## src/rtl/clock_controller_pkg.sv

```systemverilog
// Shared encodings for the CPU clock sequencer: FSM states and mode values.
package clock_controller_pkg;

    typedef enum logic [1:0] {
        ST_IDLE  = 2'd0,
        ST_RUN   = 2'd1,
        ST_PULSE = 2'd2,
        ST_HALT  = 2'd3
    } state_e;

    localparam logic MODE_RUN  = 1'b0;
    localparam logic MODE_STEP = 1'b1;

endpackage

```

## src/rtl/clock_controller_if.sv

```systemverilog
// Control/status bundle between the board-level driver (master) and the clock sequencer (slave).
interface clock_controller_if #(parameter int DIV_W = 16);
    logic             mode;
    logic             push;
    logic             hlt;
    logic [DIV_W-1:0] half_period;
    logic             cpu_clk;
    logic             cpu_clk_rise;
    logic             halted;
    logic [1:0]       state;

    modport master (output mode, push, hlt, half_period,
                    input  cpu_clk, cpu_clk_rise, halted, state);
    modport slave  (input  mode, push, hlt, half_period,
                    output cpu_clk, cpu_clk_rise, halted, state);
endinterface

```

## src/rtl/push_debouncer.sv

```systemverilog
// Synchronizes and debounces the raw step button; emits a one-cycle step_req on each accepted press.
module push_debouncer #(
    parameter int DEB_CYCLES = 4
) (
    input  logic clk,
    input  logic rst,
    input  logic push,
    output logic deb,
    output logic step_req
);
    localparam int CW = $clog2(DEB_CYCLES + 1);

    logic          sync1_q, sync2_q;
    logic          deb_q, deb_d, deb_dly_q;
    logic [CW-1:0] cnt_q, cnt_d;

    // Count consecutive disagreeing samples; any agreeing sample restarts the count.
    always_comb begin
        cnt_d = '0;
        deb_d = deb_q;
        if (sync2_q != deb_q) begin
            if (cnt_q == CW'(DEB_CYCLES - 1)) deb_d = sync2_q;
            else                              cnt_d = cnt_q + 1'b1;
        end
    end

    always_ff @(posedge clk) begin
        if (rst) begin
            sync1_q   <= 1'b0;
            sync2_q   <= 1'b0;
            cnt_q     <= '0;
            deb_q     <= 1'b0;
            deb_dly_q <= 1'b0;
        end else begin
            sync1_q   <= push;
            sync2_q   <= sync1_q;
            cnt_q     <= cnt_d;
            deb_q     <= deb_d;
            deb_dly_q <= deb_q;
        end
    end

    assign deb      = deb_q;
    assign step_req = deb_q & ~deb_dly_q;

endmodule

```

## src/rtl/clock_controller.sv

```systemverilog
// CPU clock sequencer: astable divider, debounced single-step pulses and halt, all from one system clock.
module clock_controller
    import clock_controller_pkg::*;
#(
    parameter int DIV_W        = 16,
    parameter int DEB_CYCLES   = 4,
    parameter int PULSE_CYCLES = 2
) (
    input logic               clk,
    input logic               rst,
    clock_controller_if.slave bus
);
    localparam int PW = $clog2(PULSE_CYCLES + 1);

    state_e           state_q, state_d;
    logic             cpu_clk_q, cpu_clk_d;
    logic             rise_q, rise_d;
    logic             halted_q, halted_d;
    logic [DIV_W-1:0] div_q, div_d, h_m1;
    logic [PW-1:0]    pcnt_q, pcnt_d;
    logic             deb, step_req, leave, div_tc;

    push_debouncer #(.DEB_CYCLES(DEB_CYCLES)) u_deb (
        .clk      (clk),
        .rst      (rst),
        .push     (bus.push),
        .deb      (deb),
        .step_req (step_req)
    );

    // A half period of 0 behaves as 1; >= keeps a shrinking half_period from wrapping the count.
    assign h_m1   = (bus.half_period == '0) ? '0 : bus.half_period - 1'b1;
    assign div_tc = (div_q >= h_m1);
    assign leave  = bus.hlt | (bus.mode == MODE_STEP);

    always_comb begin
        state_d   = state_q;
        cpu_clk_d = cpu_clk_q;
        div_d     = div_q;
        pcnt_d    = pcnt_q;
        case (state_q)
            ST_IDLE: begin
                cpu_clk_d = 1'b0;
                if (bus.hlt) begin
                    state_d = ST_HALT;
                end else if (bus.mode == MODE_RUN) begin
                    state_d = ST_RUN;
                    div_d   = '0;
                end else if (step_req) begin
                    state_d   = ST_PULSE;
                    cpu_clk_d = 1'b1;
                    pcnt_d    = '0;
                end
            end
            ST_RUN: begin
                // A low phase may be abandoned at once; a high phase always completes.
                if (leave && !cpu_clk_q) begin
                    state_d = bus.hlt ? ST_HALT : ST_IDLE;
                    div_d   = '0;
                end else if (div_tc) begin
                    cpu_clk_d = ~cpu_clk_q;
                    div_d     = '0;
                    if (cpu_clk_q && leave) state_d = bus.hlt ? ST_HALT : ST_IDLE;
                end else begin
                    div_d = div_q + 1'b1;
                end
            end
            ST_PULSE: begin
                if (pcnt_q == PW'(PULSE_CYCLES - 1)) begin
                    cpu_clk_d = 1'b0;
                    state_d   = ST_IDLE;
                    pcnt_d    = '0;
                end else begin
                    pcnt_d = pcnt_q + 1'b1;
                end
            end
            default: cpu_clk_d = 1'b0;
        endcase
    end

    assign rise_d   = cpu_clk_d & ~cpu_clk_q;
    assign halted_d = (state_d == ST_HALT);

    always_ff @(posedge clk) begin
        if (rst) begin
            state_q   <= ST_IDLE;
            cpu_clk_q <= 1'b0;
            rise_q    <= 1'b0;
            halted_q  <= 1'b0;
            div_q     <= '0;
            pcnt_q    <= '0;
        end else begin
            state_q   <= state_d;
            cpu_clk_q <= cpu_clk_d;
            rise_q    <= rise_d;
            halted_q  <= halted_d;
            div_q     <= div_d;
            pcnt_q    <= pcnt_d;
        end
    end

    assign bus.cpu_clk      = cpu_clk_q;
    assign bus.cpu_clk_rise = rise_q;
    assign bus.halted       = halted_q;
    assign bus.state        = state_q;

endmodule

```

## src/flat_wrapper.sv

```systemverilog
// flat-port wrapper written by rule: the top's interface ports become plain ports
module clock_controller_flat import clock_controller_pkg::*;
#(
    parameter int DIV_W        = 16,
    parameter int DEB_CYCLES   = 4,
    parameter int PULSE_CYCLES = 2
)
  (clk, rst, bus_mode, bus_push, bus_hlt, bus_half_period, bus_cpu_clk, bus_cpu_clk_rise, bus_halted, bus_state);
  clock_controller_if #(.DIV_W(DIV_W)) bus_i ();
  input logic clk;
  input logic rst;
  input wire logic [$bits(bus_i.mode)-1:0] bus_mode;
  input wire logic [$bits(bus_i.push)-1:0] bus_push;
  input wire logic [$bits(bus_i.hlt)-1:0] bus_hlt;
  input wire logic [$bits(bus_i.half_period)-1:0] bus_half_period;
  output wire logic [$bits(bus_i.cpu_clk)-1:0] bus_cpu_clk;
  output wire logic [$bits(bus_i.cpu_clk_rise)-1:0] bus_cpu_clk_rise;
  output wire logic [$bits(bus_i.halted)-1:0] bus_halted;
  output wire logic [$bits(bus_i.state)-1:0] bus_state;
  assign bus_i.mode = bus_mode;
  assign bus_i.push = bus_push;
  assign bus_i.hlt = bus_hlt;
  assign bus_i.half_period = bus_half_period;
  assign bus_cpu_clk = bus_i.cpu_clk;
  assign bus_cpu_clk_rise = bus_i.cpu_clk_rise;
  assign bus_halted = bus_i.halted;
  assign bus_state = bus_i.state;
  clock_controller #(.DIV_W(DIV_W), .DEB_CYCLES(DEB_CYCLES), .PULSE_CYCLES(PULSE_CYCLES)) u_core (.clk(clk), .rst(rst), .bus(bus_i));
endmodule
```

## config.mk

```make
export PLATFORM = sky130hd
export DESIGN_NAME = clock_controller_flat
export DESIGN_NICKNAME = d
export VERILOG_FILES = /design/src/rtl/clock_controller_pkg.sv /design/src/rtl/clock_controller_if.sv /design/src/rtl/push_debouncer.sv /design/src/rtl/clock_controller.sv /design/src/flat_wrapper.sv
export SDC_FILE = /design/constraint.sdc
export NUM_CORES = 1
export LEC_CHECK = 0
export BUFFER_PORTS_ARGS = -buffer_cell sky130_fd_sc_hd__buf_2
export CORE_MARGIN = 2
export CORE_UTILIZATION = 53
export CTS_CLUSTER_DIAMETER = 60
export CTS_CLUSTER_SIZE = 12
export DETAILED_ROUTE_END_ITERATION = 16
export GPL_TIMING_DRIVEN = 0
export PLACE_DENSITY = 0.72
export SYNTH_ARGS = -nofsm -noshare
export SYNTH_HDL_FRONTEND = slang
export SYNTH_SLANG_ARGS = --single-unit
```

## constraint.sdc

```tcl
create_clock -name clk -period 3.5 [get_ports clk]
set_input_delay 0.175 -clock clk [delete_from_list [all_inputs] [get_ports clk]]
set_output_delay 0.175 -clock clk [all_outputs]
set_load 0.01 [all_outputs]
```

; ---- After elaboration in Yosys (flattened, before gate mapping)
; Index checks and enable logic that the tools add are counted.
[totals]
regBits = 30
inputBits = 21
word_cells = 70
[classes]
n_addsub = 4
magnitude_cmp = 1
eq_ne = 10
muxes = 27
n_bitwise = 6
reduce_logical = 11
[op_table]
columns = cell, count
row1 = two-way mux 16 bit, 5
row2 = one-hot mux 16 bit (2 select lines), 1
row3 = two-way mux 2 bit, 12
row4 = "adder 16 x 1 -> 16 bit, second input constant", 1
row5 = greater-or-equal comparator 16 bit, 1
row6 = logical NOT 16 bit, 1
row7 = "subtractor 16 x 1 -> 16 bit, second input constant", 1
row8 = two-way mux 1 bit, 6
row9 = "!= test 2 bit, second input constant", 3
row10 = one-hot mux 2 bit (3 select lines), 1
row11 = "== test 2 x 1 -> 1 bit, second input constant", 2
row12 = "== test 2 bit, second input constant", 2
row13 = one-hot mux 2 bit (2 select lines), 1
row14 = AND reduction 4 bit, 1
row15 = nonzero test 2 bit, 2
row16 = "adder 3 x 1 -> 3 bit, second input constant", 1
row17 = "== test 3 x 2 -> 1 bit, second input constant", 1
row18 = NOT 1 bit, 3
row19 = one-hot mux 1 bit (3 select lines), 1
row20 = AND reduction 3 bit, 1
row21 = OR reduction 3 bit, 1
row22 = "adder 2 x 1 -> 2 bit, second input constant", 1
row23 = AND 1 bit, 2
row24 = logical AND 1 bit, 2
row25 = other kinds (6), 6

; ---- Logic depth before layout (Yosys ltp)
; Gate-level depths: netlist of run 1.
[depth]
ltp_word = 7
mapped_depth = 14

; ---- Modules after synthesis
; From an unflattened synthesis of run 1, not the netlist that was laid out.
[hier_totals]
cells_unflattened = 270
hier_area_um2 = 2138.3
[modules_own_cells]
columns = module, instances, cells_per_inst, area_per_inst_um2
row1 = clock_controller, 1, 250, 1894.3
row2 = push_debouncer, 1, 20, 244.0

; ---- Worst setup path after synthesis of run 1
; OpenSTA, ideal clock, no wires.
[synth_timing]
kind = input to register
from = in bus_half_period[9]
to = reg u_core.div_q[10]
setup_time_ns = 0.127
t_arrival_ns = 3.141
required_ns = 3.373
path_slack_ns = 0.233
path_stages = 13
path_buffers = 0
cell_sequence = or3_1 > nor4b_1 > nand2_1 > nor3_1 > xor2_1 > nand2_1 > ha_1 > nand4_1 > or4_1 > o32ai_2 > nor4b_4 > o21bai_1 > nor2_1
[synth_via]
elab_chain_cells = 6
[synth_rtl]
columns = item, line_no
row1 = start: declaration, flat_wrapper.sv:15  ; input wire logic [$bits(bus_i.half_period)-1:0] bus_half_period;
row2 = subtractor 16 x 1 -> 16 bit or logical NOT 16 bit (tied branches), clock_controller.sv:32  ; assign h_m1 = (bus.half_period == '0) ? '0 : bus.half_period - 1'b1;
row3 = two-way mux 16 bit (*), clock_controller.sv:32
row4 = greater-or-equal comparator 16 bit (*), clock_controller.sv:33  ; assign div_tc = (div_q >= h_m1);
row5 = two-way mux 16 bit (*), clock_controller.sv:60  ; end else if (div_tc) begin
row6 = two-way mux 16 bit (*), clock_controller.sv:57  ; if (leave && !cpu_clk_q) begin
row7 = one-hot mux 16 bit (2 select lines) (*), clock_controller.sv:41  ; case (state_q)
row8 = end signal: assignment, clock_controller.sv:97  ; div_q <= div_d;
row9 = end: declaration, clock_controller.sv:19  ; logic [DIV_W-1:0] div_q, div_d, h_m1;
; Every way passes the cells marked *; elsewhere a longest branch is shown, timed or not.
; A chain may end at the register's enable or synchronous reset.

; ---- Worst setup path after layout of run 1
[layout_timing]
from = in bus_half_period[9]
to = reg u_core.rise_q, in the netlist u_core.bus.cpu_clk_rise
[layout_via]
elab_chain_cells = 7
[layout_rtl]
columns = item, line_no
row1 = subtractor 16 x 1 -> 16 bit or logical NOT 16 bit (tied branches), clock_controller.sv:32
row2 = two-way mux 16 bit (*), clock_controller.sv:32
row3 = greater-or-equal comparator 16 bit (*), clock_controller.sv:33
row4 = two-way mux 1 bit (*), clock_controller.sv:60
row5 = two-way mux 1 bit (*), clock_controller.sv:57
row6 = one-hot mux 1 bit (3 select lines) (*), clock_controller.sv:41
row7 = AND 1 bit (*), clock_controller.sv:81  ; assign rise_d = cpu_clk_d & ~cpu_clk_q;
row8 = end signal: assignment, clock_controller.sv:95  ; rise_q <= rise_d;
row9 = end: declaration, clock_controller.sv:17  ; logic rise_q, rise_d;
; Marked as above.

==> summary.md, run 1 <==
| Metric | Value |
|---|---|
| Min-delay src | bus_push |
| Number of enable-type register cells in the synthesized netlist | 0 |
| Die boundary width | 66.8 um |
| Antenna violations before repair | 0 |
| Classification of the worst setup path | in -> reg |
| Outcome | finished clean |
| Share of synthesized area occupied by flip-flops and latches | 28.7% |
| Final net count | 340 |
| Crit path capture type | register |
| Overall via count from detail_route | 2011 |
| Placer Congestion | 0.758 |
| Clock-pin slew of the registers on the worst-case setup and hold paths | 0.07 ns |
| Synth area leader | sky130_fd_sc_hd__dfxtp_1 |
| Critical Path Source | bus_half_period[9] |
| Port Buf Inserts | 25 |
| Number of clock sinks | 30 |
| Relative area change from synthesis to final layout | 17.0% |
| Number of top-level design ports | 26 |
| Number of design rule violations left after detail routing | 0 |
| Setup Viol. Count Final | 0 |
| Worst-margin pin slew | 0.922 ns |
| Cell count after placement | 337 |
| Count of TritonRoute iterations in the first routing pass | 4 |
| Final critical-path setup slack | 0.189 ns |
| Pwr dens | 315 nW/um^2 |
| Half-perimeter wire length after placement | 3480 um |
| Total non-filler cell area in the finished layout | 2440 um^2 |
| Path type of the worst min-delay path | in -> reg |
| Mean instance size in the synthesized netlist | 7.91 um^2 |
| Total power consumption of the routed design | 770 uW |
| Pleak | 1.00 nW |
| R2R Path Start | u_core.div_q[0] |
| Worst-case setup slack after placement | -0.405 ns |
| Hold Worst Slack | 0.0950 ns |
| Cell Count, Final, Fillers Out | 347 |
| Clock skew | 0.00589 ns |
| Post-synthesis instance area | 2090 um^2 |
| Area share of the largest cell type after synthesis | 28.7% |
| Filler cells | 332 |
| Top cells by area in the synthesized netlist | sky130_fd_sc_hd__dfxtp_1, sky130_fd_sc_hd__ha_1, sky130_fd_sc_hd__nand2_1, sky130_fd_sc_hd__nor2_1, sky130_fd_sc_hd__xor2_1 |
| Global routing usage summed across all routing layers | 22.2% |
| Flip-flop cell with the highest count after synthesis | sky130_fd_sc_hd__dfxtp_1 |
| DRT iter0 DRCs | 97 |
| Data required, critical path | 3.70 ns |
| Remaining global-route overflow | 0 |
| Number of max-slew violations in the final report | 0 |
| Via count of the first global-routing pass | 1829 |
| CTS Hold Bufs | 0 |
| Headroom to the max-slew limit | 38.0% |
| Largest net degree at the start of global routing | 11 |
| Count of yosys warnings during synthesis | 0 |
| Routed length per instance | 13.4 um |
| Clock buffers created by TritonCTS | 5 |
| Die Span Y | 66.8 um |
| Share of cells above drive strength 1 | 16.7% |
| Source-to-sink clock delay at the later pin of the worst-skew pair | 0.28 ns |
| Share of the core filled with cells in the final layout | 65.8% |
| Highest clock rate | 302 MHz |
| Cells after Synth | 264 |
| Core Rows | 22 |
| TritonCTS clock tree | built |
| Post-synthesis cell type count | 47 |
| Die area | 4460 um^2 |
| Post-synthesis net count | 306 |
| Critical path launch point type | input port |
| First-pass GRT wire length | 7710 um |
| Via density per instance | 5.80 |
| Diodes inserted | 0 |
| Final Hold Vio Count | 0 |
| Remaining number of nets flagged by the antenna check after routing | 0 |
| #FFs+latches synth | 30 |
| Post-detailed-placement cell area | 2270 um^2 |
| Max Fanout on Critical Path | 4 |
| Worst IR Drop VDD | 0.000230 V |
| Maximum buffer depth of the clock tree | 2 |
| Clk root buf | sky130_fd_sc_hd__clkbuf_8 |
| TNS Setup | 0 ns |
| Core ar. | 3720 um^2 |
| Initial core utilization | 56.2% |
| Crit path time final | 3.31 ns |
| Final cycle utilization of the critical path | 94.6% |
| Data arrival time of the critical path | 3.51 ns |
| Async set-reset flop share out of synthesis | 0% |
| Max H-tree Level | 2 |
| Routed WL | 4660 um |
| # Max-Cap Violations | 0 |
placed cells by master, fill, tap and decap left out, types with 2 or more instances in the layout:
cell type / instances
sky130_fd_sc_hd__xnor2_1: 7
sky130_fd_sc_hd__nor2b_1: 6
sky130_fd_sc_hd__or3_1: 2
sky130_fd_sc_hd__nand2_1: 38
sky130_fd_sc_hd__nor3_1: 10
sky130_fd_sc_hd__nor4b_4: 2
sky130_fd_sc_hd__ha_1: 21
sky130_fd_sc_hd__a31oi_1: 9
sky130_fd_sc_hd__o21ai_0: 5
sky130_fd_sc_hd__nand4_1: 6
sky130_fd_sc_hd__nand3_1: 14
sky130_fd_sc_hd__dfxtp_1: 30
sky130_fd_sc_hd__clkbuf_1: 3
sky130_fd_sc_hd__nor2_1: 33
sky130_fd_sc_hd__o21a_1: 3
sky130_fd_sc_hd__and3_1: 2
sky130_fd_sc_hd__a21oi_1: 14
sky130_fd_sc_hd__a211oi_1: 2
sky130_fd_sc_hd__xor2_1: 12
sky130_fd_sc_hd__buf_2: 25
sky130_fd_sc_hd__nand3b_1: 3
sky130_fd_sc_hd__clkbuf_8: 6
sky130_fd_sc_hd__nor3b_1: 2
sky130_fd_sc_hd__inv_1: 9
sky130_fd_sc_hd__nand2b_1: 2
sky130_fd_sc_hd__nand4b_1: 2
sky130_fd_sc_hd__or2_2: 2
synth_stat cells (3+ instances only):
master,count
sky130_fd_sc_hd__a21oi_1,14
sky130_fd_sc_hd__nand2_1,38
sky130_fd_sc_hd__nand3b_1,3
sky130_fd_sc_hd__xnor2_1,7
sky130_fd_sc_hd__inv_1,9
sky130_fd_sc_hd__nor3_1,11
sky130_fd_sc_hd__clkbuf_1,4
sky130_fd_sc_hd__o21ai_0,5
sky130_fd_sc_hd__xor2_1,12
sky130_fd_sc_hd__dfxtp_1,30
sky130_fd_sc_hd__ha_1,21
sky130_fd_sc_hd__nand4_1,6
sky130_fd_sc_hd__a31oi_1,9
sky130_fd_sc_hd__nor2b_1,6
sky130_fd_sc_hd__nor2_1,33
sky130_fd_sc_hd__o21a_1,3
sky130_fd_sc_hd__nand3_1,14
registers in the layout, indices dropped and copies added, names as in the netlist, 2 cells and up:
name and count:
u_core.div_q 16, u_core.pcnt_q 2, u_core.bus.state 2, u_core.u_deb.cnt_q 3
where the power goes:
part           internal (mW)  switching [mW]
registers              0.348         0.00556
clock network          0.158           0.139
logic                 0.0483          0.0706
total                  0.555           0.215
critical path: stages:
cell and delay (ns):
sky130_fd_sc_hd__buf_2 0.10, sky130_fd_sc_hd__or3_1 0.43, sky130_fd_sc_hd__nor4b_4 0.29, sky130_fd_sc_hd__nand2_1 0.14
sky130_fd_sc_hd__nor3_1 0.20, sky130_fd_sc_hd__xor2_1 0.16, sky130_fd_sc_hd__nand2_1 0.07, sky130_fd_sc_hd__ha_1 0.28
sky130_fd_sc_hd__nand4_1 0.16, sky130_fd_sc_hd__or4_4 0.59, sky130_fd_sc_hd__o32ai_4 0.37, sky130_fd_sc_hd__nor3b_1 0.17
sky130_fd_sc_hd__o22a_2 0.20, sky130_fd_sc_hd__nor3_1 0.17
logic make-up after synthesis:
| logic type | count (synthesis) | share of synthesized area, % |
|---|---|---|
| fa+ha+maj | 21 | 12.6 |
| flops | 30 | 28.7 |
| xor+xnor | 19 | 7.96 |
| buf+inv | 15 | 3.05 |
| mux | 1 | 0.479 |
| compound gates | 47 | 16.1 |
| simple gates | 131 | 31.1 |
per-layer routing:
layer / up-vias / GRT usage, % / wire, um
li1: 1012 / - / -
met1: 949 / 29.7 / 2230
met2: 44 / 35.9 / 2190
met3: 6 / 4.05 / 186
met4: 0 / 7.40 / 55
met5: - / 0 / 0
path summary, 6_finish.rpt:
kind / endpoint / slack [ns] / cells after the start
worst max-delay path: u_core.bus.cpu_clk_rise / 0.19 / 14
worst min-delay path: u_core.u_deb.sync1_q / 0.1 / 2
worst max register to register: u_core.div_q[3] / 0.93 / 8
worst min register to register: u_core.u_deb.sync2_q / 0.44 / 1
layout make-up:
cell class / instances / area, um^2 / area share (%)
plain buffers: 6 / 31.3 / 1.28
clock buffers: 6 / 82.6 / 3.38
clock inverters: 2 / 12.5 / 0.512
inverters: 9 / 33.8 / 1.38
multi-input cells: 220 / 1490 / 61.0
flip-flops and latches: 30 / 601 / 24.6
well taps: 48 / 60.1 / 2.46
repair buffers: 26 / 133 / 5.42
repair_timing:
action	4_1_cts	5_1_grt
buffers inserted	0	1
setup endpoints to repair	5	21
gates cloned	0	1
pin swaps	0	4
resized for setup	1	9
Note: power is estimated with default switching activity, not from simulation.
==> run 2: changes to the inputs <==
--- a/config.mk
+++ b/config.mk
@@ -15,4 +15,5 @@
 export PLACE_DENSITY = 0.72
 export SYNTH_ARGS = -nofsm -noshare
 export SYNTH_HDL_FRONTEND = slang
+export SYNTH_HIERARCHICAL = 1
 export SYNTH_SLANG_ARGS = --single-unit
==> summary.md, run 2 <==
| Metric | Value |
|---|---|
| Outcome | finished, violations left |
| Failing checks | negative setup slack |
| Source-to-sink clock delay at the later pin of the worst-skew pair | 0.28 ns |
| Area share of the largest cell type after synthesis | 28.1% |
| #FFs+latches synth | 30 |
| Routed WL | 5430 um |
| Post-synthesis net count | 312 |
| Antenna violations before repair | 0 |
| Global routing usage summed across all routing layers | 22.9% |
| Data arrival time of the critical path | 3.74 ns |
| Number of enable-type register cells in the synthesized netlist | 0 |
| Commonest non-fill, non-tap cells in the layout | sky130_fd_sc_hd__dfxtp_1, sky130_fd_sc_hd__nand2_1, sky130_fd_sc_hd__buf_2 |
| Final Hold Vio Count | 0 |
| Clock buffers created by TritonCTS | 5 |
| Leading cell types by count after synthesis | sky130_fd_sc_hd__dfxtp_1, sky130_fd_sc_hd__nand2_1, sky130_fd_sc_hd__a21oi_1, sky130_fd_sc_hd__ha_1, sky130_fd_sc_hd__o21ai_0 |
| Relative area change from synthesis to final layout | 31.3% |
| Cell Count, Final, Fillers Out | 368 |
| Async set-reset flop share out of synthesis | 0% |
| Setup repair after global routing missed its margin | true |
| Post-synthesis instance area | 2140 um^2 |
| Count of yosys warnings during synthesis | 6 |
| Remaining global-route overflow | 0 |
| Share of synthesized area occupied by flip-flops and latches | 28.1% |
| Final net count | 359 |
| Pwr dens | 280 nW/um^2 |
| Half-perimeter wire length after placement | 3600 um |
| Mean instance size in the synthesized netlist | 7.92 um^2 |
| Cell count after placement | 345 |
| Final critical-path setup slack | -0.0287 ns |
| Worst-margin pin slew | 0.659 ns |
| TritonCTS clock tree | built |
| Number of design rule violations left after detail routing | 0 |
| First-pass GRT wire length | 7960 um |
| Max Fanout on Critical Path | 6 |
| Port Buf Inserts | 25 |
| Pleak | 1.14 nW |
| Highest clock rate | 283 MHz |
| Initial core utilization | 54.2% |
| Share of cells above drive strength 1 | 27.0% |
| Die Span Y | 67.5 um |
| Via count of the first global-routing pass | 1793 |
| Number of flip-flops in the largest register | 16 |
| Most numerous cell in the Yosys netlist | sky130_fd_sc_hd__dfxtp_1 |
| Core Rows | 23 |
| Number of top-level design ports | 26 |
| Core ar. | 3940 um^2 |
| Largest net degree at the start of global routing | 11 |
| Setup Viol. Count Final | 5 |
| Clock skew | 0.00695 ns |
| Number of max-slew violations in the final report | 0 |
| Crit path time final | 3.53 ns |
| TNS Setup | -0.0835 ns |
| Most frequent standard cell in the layout excluding fill and tap cells | sky130_fd_sc_hd__dfxtp_1 |
| Total non-filler cell area in the finished layout | 2810 um^2 |
| Synth area leader | sky130_fd_sc_hd__dfxtp_1 |
| Remaining number of nets flagged by the antenna check after routing | 0 |
| Die boundary width | 67.5 um |
| Top cells by area in the synthesized netlist | sky130_fd_sc_hd__dfxtp_1, sky130_fd_sc_hd__ha_1, sky130_fd_sc_hd__nand2_1, sky130_fd_sc_hd__a21oi_1, sky130_fd_sc_hd__o21ai_0 |
| Clk root buf | sky130_fd_sc_hd__clkbuf_8 |
| # Max-Cap Violations | 0 |
| Maximum buffer depth of the clock tree | 2 |
| Final cycle utilization of the critical path | 101% |
| DRT iter0 DRCs | 130 |
| Worst IR Drop VDD | 0.000263 V |
| Filler cells | 284 |
| Worst-case setup slack after placement | -0.776 ns |
| Max H-tree Level | 2 |
| Placer Congestion | 0.859 |
| Count of TritonRoute iterations in the first routing pass | 4 |
| Headroom to the max-slew limit | 55.6% |
| Share of the core filled with cells in the final layout | 71.2% |
| Register containing the most flip-flops in the final layout | u_core/div_q |
| Die area | 4560 um^2 |
| Clock-pin slew of the registers on the worst-case setup and hold paths | 0.06 ns |
| Crit path capture type | register |
| Classification of the worst setup path | in -> reg |
| Path type of the worst min-delay path | in -> reg |
| Diodes inserted | 0 |
| Post-synthesis cell type count | 50 |
| Overall via count from detail_route | 2140 |
| Number of clock sinks | 30 |
| Routed length per instance | 14.8 um |
| Critical path launch point type | input port |
| Cells after Synth | 270 |
| Via density per instance | 5.82 |
| Post-detailed-placement cell area | 2380 um^2 |
| Data required, critical path | 3.71 ns |
| Registers with the most flip-flops | u_core/div_q: 16 flops, u_core/u_deb/cnt_q: 3 flops |
| Flip-flop cell with the highest count after synthesis | sky130_fd_sc_hd__dfxtp_1 |
-- run 2: cell count changes after synthesis, moves of 4 or more --
cell / before / now
sky130_fd_sc_hd__nor2_1: 33 / 16
sky130_fd_sc_hd__o21ai_0: 5 / 18
sky130_fd_sc_hd__nand2_1: 38 / 29
sky130_fd_sc_hd__nor4_1: 2 / 10
sky130_fd_sc_hd__a21oi_1: 14 / 21
sky130_fd_sc_hd__a31oi_1: 9 / 2
sky130_fd_sc_hd__nor3_1: 11 / 6
sky130_fd_sc_hd__and2_1: 1 / 5
sky130_fd_sc_hd__nand2b_1: 2 / 6
sky130_fd_sc_hd__or3_1: 2 / 6
-- run 2: worst paths after layout --
kind	start	to	slack, ns	cells after the start
worst max-delay path	bus_half_period[5]	u_core/div_q[9]	-0.03	17
worst min-delay path	bus_push	u_core/u_deb/sync1_q	0.1	2
worst max register to register	u_core/div_q[11]	u_core/div_q[15]	1.16	8
worst min register to register	u_core/u_deb/cnt_q[0]	u_core/u_deb/cnt_q[0]	0.43	1
-- run 2: cells by family (layout without fill, tap and decap cells) --
| kind of cell | after synthesis | in the layout | synth area share, % |
|---|---|---|---|
| buf+inv | 20 | 68 | 3.63 |
| flops | 30 | 30 | 28.1 |
| mux | 2 | 2 | 0.936 |
| fa+ha+maj | 21 | 21 | 12.3 |
| xor+xnor | 14 | 14 | 5.73 |
| simple gates | 121 | 121 | 31.4 |
| compound gates | 62 | 62 | 18.0 |
-- run 2: stage by stage --
stage	power, mW	hold slack (ns)
2_1_floorplan	0.440	0.247
3_3_place_gp	0.479	0.382
3_5_place_dp	0.481	0.389
4_1_cts	0.774	0.0924
5_1_grt	0.820	0.125
6_report	0.785	0.0990
-- run 2: critical path, cell delays in order --
cell and delay, ns:
sky130_fd_sc_hd__buf_8 0.10, sky130_fd_sc_hd__or4_4 0.55, sky130_fd_sc_hd__nor4_4 0.19, sky130_fd_sc_hd__nand3b_1 0.14
sky130_fd_sc_hd__or4b_4 0.50, sky130_fd_sc_hd__buf_6 0.14, sky130_fd_sc_hd__nor3b_4 0.15, sky130_fd_sc_hd__a21oi_2 0.12
sky130_fd_sc_hd__ha_1 0.25, sky130_fd_sc_hd__nand4_1 0.11, sky130_fd_sc_hd__buf_4 0.14, sky130_fd_sc_hd__nor2_4 0.04
sky130_fd_sc_hd__a311oi_2 0.33, sky130_fd_sc_hd__nand4_1 0.22, sky130_fd_sc_hd__buf_6 0.18, sky130_fd_sc_hd__or3_1 0.30
sky130_fd_sc_hd__o21ai_1 0.09
-- run 2: layer usage --
layer | track usage, % | up-vias | wire [um]
met5 | 0 | - | 0
met4 | 7.65 | 0 | 112
met3 | 5.00 | 11 | 235
met2 | 34.3 | 49 | 2650
met1 | 32.2 | 1001 | 2430
li1 | - | 1079 | -
-- run 2: what timing repair did --
item                       in CTS  in global routing
cloned                          0                  2
resized for setup               8                 40
setup endpoints to repair      21                 21
pin swaps                       4                 18
buffers inserted                6                  7
hold buffers                    0                  0
-- run 2: final cells by class --
class	count	area, um^2	area share (%)
Clock inverter	2	12.5	0.446
Clock buffer	6	82.6	2.94
Tap cell	50	62.6	2.23
Multi-Input combinational cell	220	1670	59.4
Buffer	8	56.3	2.01
Inverter	12	45.0	1.60
Sequential cell	30	601	21.4
Timing Repair Buffer	40	279	9.94
-- run 2: power breakdown --
part           total, mW  switching (mW)  internal, mW  leakage, nW
logic              0.141          0.0779        0.0627        0.848
clock network      0.291           0.133         0.158       0.0472
registers          0.353         0.00438         0.349        0.243
==> run 3: changes to the inputs <==
--- a/config.mk
+++ b/config.mk
@@ -6,7 +6,7 @@
 export NUM_CORES = 1
 export LEC_CHECK = 0
 export BUFFER_PORTS_ARGS = -buffer_cell sky130_fd_sc_hd__buf_2
-export CORE_MARGIN = 2
+export CORE_MARGIN = 1
 export CORE_UTILIZATION = 53
 export CTS_CLUSTER_DIAMETER = 60
 export CTS_CLUSTER_SIZE = 12
==> summary.md, run 3 (synthesis results as in run 2) <==
| Metric | Value |
|---|---|
| Outcome | finished, violations left |
| Failing checks | negative setup slack |
| Clock skew | 0.00421 ns |
| Critical-path cell list | buf_8, or4_4, nor4_4, nand3b_1, or4b_1, buf_6, nor3b_2, a21oi_1, ha_1, nand4_1, or2_4, or4_4, nand4_1, buf_4, nor2_1, a221o_1 |
| Max H-tree Level | 2 |
| Met1 global-route usage | 33.9% |
| Via density per instance | 5.72 |
| Number of design rule violations left after detail routing | 0 |
| Hold path endpoint | u_core/u_deb/sync1_q |
| Highest clock rate | 282 MHz |
| Die area | 4290 um^2 |
| DRT iter0 DRCs | 178 |
| Routed length per instance | 14.5 um |
| Antenna violations before repair | 0 |
| Port Buf Inserts | 25 |
| Maximum cell stage delay along the critical path | 0.54 ns |
| Die boundary width | 65.5 um |
| Remaining number of nets flagged by the antenna check after routing | 0 |
| R2R Path Start | u_core/div_q[11] |
| Final Hold Vio Count | 0 |
| Placer Congestion | 0.909 |
| Final cycle utilization of the critical path | 101% |
| Number of max-slew violations in the final report | 0 |
| Number of flip-flops in the largest register | 16 |
| Crit path time final | 3.54 ns |
| Count of TritonRoute iterations in the first routing pass | 4 |
| Cell Count, Final, Fillers Out | 361 |
| Data required, critical path | 3.67 ns |
| Met3 track utilization from global routing | 5.21% |
| Headroom to the max-slew limit | 55.0% |
| Global routing usage summed across all routing layers | 25.0% |
| Total non-filler cell area in the finished layout | 2770 um^2 |
| Worst-case setup slack after placement | -0.797 ns |
| Via count of the first global-routing pass | 1816 |
| Most congested layer reported by global routing | met2 |
| Overall via count from detail_route | 2064 |
| Setup Viol. Count Final | 7 |
| Clock-pin slew of the registers on the worst-case setup and hold paths | 0.07 ns |
| Data arrival time of the critical path | 3.72 ns |
| Post-detailed-placement cell area | 2370 um^2 |
| Min-delay src | bus_push |
| Core ar. | 3770 um^2 |
| Clk root buf | sky130_fd_sc_hd__clkbuf_8 |
| Relative area change from synthesis to final layout | 29.4% |
| Critical path launch point type | input port |
| CTS Hold Bufs | 0 |
| Register containing the most flip-flops in the final layout | u_core/div_q |
| Final net count | 354 |
| Most frequent standard cell in the layout excluding fill and tap cells | sky130_fd_sc_hd__dfxtp_1 |
| Worst IR Drop VDD | 0.000236 V |
| Die Span Y | 65.5 um |
| Core Rows | 22 |
| Registers with the most flip-flops | u_core/div_q: 16 flops, u_core/u_deb/cnt_q: 3 flops |
| Number of clock sinks | 30 |
| Worst R2R End | u_core/div_q[15] |
| Crit path capture type | register |
| Maximum buffer depth of the clock tree | 2 |
| Hold path depth | 2 |
| Path type of the worst min-delay path | in -> reg |
| Pleak | 1.11 nW |
| Remaining global-route overflow | 0 |
| Cell count after placement | 343 |
| First-pass GRT wire length | 8270 um |
| Commonest non-fill, non-tap cells in the layout | sky130_fd_sc_hd__dfxtp_1, sky130_fd_sc_hd__nand2_1, sky130_fd_sc_hd__buf_2 |
| Half-perimeter wire length after placement | 3630 um |
| Pwr dens | 282 nW/um^2 |
| Clock buffers created by TritonCTS | 5 |
| Final critical-path setup slack | -0.0447 ns |
| Worst path slowest cell | sky130_fd_sc_hd__or4_4 |
| Classification of the worst setup path | in -> reg |
| Worst reg2reg setup slack | 1.15 ns |
| # Max-Cap Violations | 0 |
| Diodes inserted | 0 |
| TritonCTS clock tree | built |
| Share of cells above drive strength 1 | 26.2% |
| Met2 usage in global routing | 39.9% |
| Share of the core filled with cells in the final layout | 73.4% |
| Setup repair after global routing missed its margin | true |
| Number of top-level design ports | 26 |
| Worst-margin pin slew | 0.668 ns |
| Initial core utilization | 56.7% |
| Number of cells on the worst reg-to-reg path | 8 |
| Max Fanout on Critical Path | 6 |
| TNS Setup | -0.0817 ns |
| Routed WL | 5240 um |
| Largest net degree at the start of global routing | 11 |
| Source-to-sink clock delay at the later pin of the worst-skew pair | 0.28 ns |
==> run 3: cell type report <==
type                    instances  area (um^2)
flip-flops and latches         30          601
fillers                       303         1000
clock buffers                   6         82.6
plain buffers                   8         52.6
multi-input cells             220         1670
inverters                      12         45.0
well taps                      48         60.1
clock inverters                 2         12.5
repair buffers                 35          240
==> run 3: repair_timing <==
| item | CTS | global route |
|---|---|---|
| endpoints found under the setup margin | 21 | 19 |
| resized for setup | 9 | 32 |
| pin swaps | 5 | 17 |
| buffers inserted | 7 | 2 |
| cloned | 0 | 1 |
==> run 3: per-stage QoR <==
step / power [mW] / hold WS, ns
2_1_floorplan: 0.440 / 0.247
3_3_place_gp: 0.479 / 0.382
3_5_place_dp: 0.481 / 0.402
4_1_cts: 0.772 / 0.106
5_1_grt: 0.818 / 0.126
6_report: 0.782 / 0.107
==> run 3: worst max path at each step <==
| stage | startpoint | end | slack (ns) | depth (start not counted) |
|---|---|---|---|---|
| final | bus_half_period[5] | u_core/div_q[15] | -0.04 | 16 |
| after CTS | bus_half_period[5] | u_core/div_q[12] | 0.002 | 16 |
| after global routing | bus_half_period[5] | u_core/div_q[7] | -0.21 | 16 |
| after global placement | bus_half_period[4] | u_core/div_q[7] | -0.79 | 15 |
| after floorplan | bus_half_period[4] | u_core/div_q[12] | -0.19 | 15 |
| after detailed placement | bus_half_period[4] | u_core/div_q[7] | -0.80 | 15 |
==> run 3: metal layers <==
layer	vias to the layer above	share of wire, %
met5	-	0
met1	941	48
met4	0	1.0
met3	7	3.8
met2	43	47
li1	1073	-
==> run 3: power breakdown <==
part	internal (mW)	total, mW	switching [mW]
clock	0.158	0.287	0.130
combinational	0.0631	0.141	0.0776
sequential	0.349	0.353	0.00449
total	0.570	0.782	0.212
==> run 3: worst max-delay path, delay by kind of cell <==
family                     cells  cell delay, ns
and+or+nand+nor               10            2.58
buffers and inverters          3            0.40
adders and majority gates      1            0.16
AOI/OAI and AO/OA              2            0.39
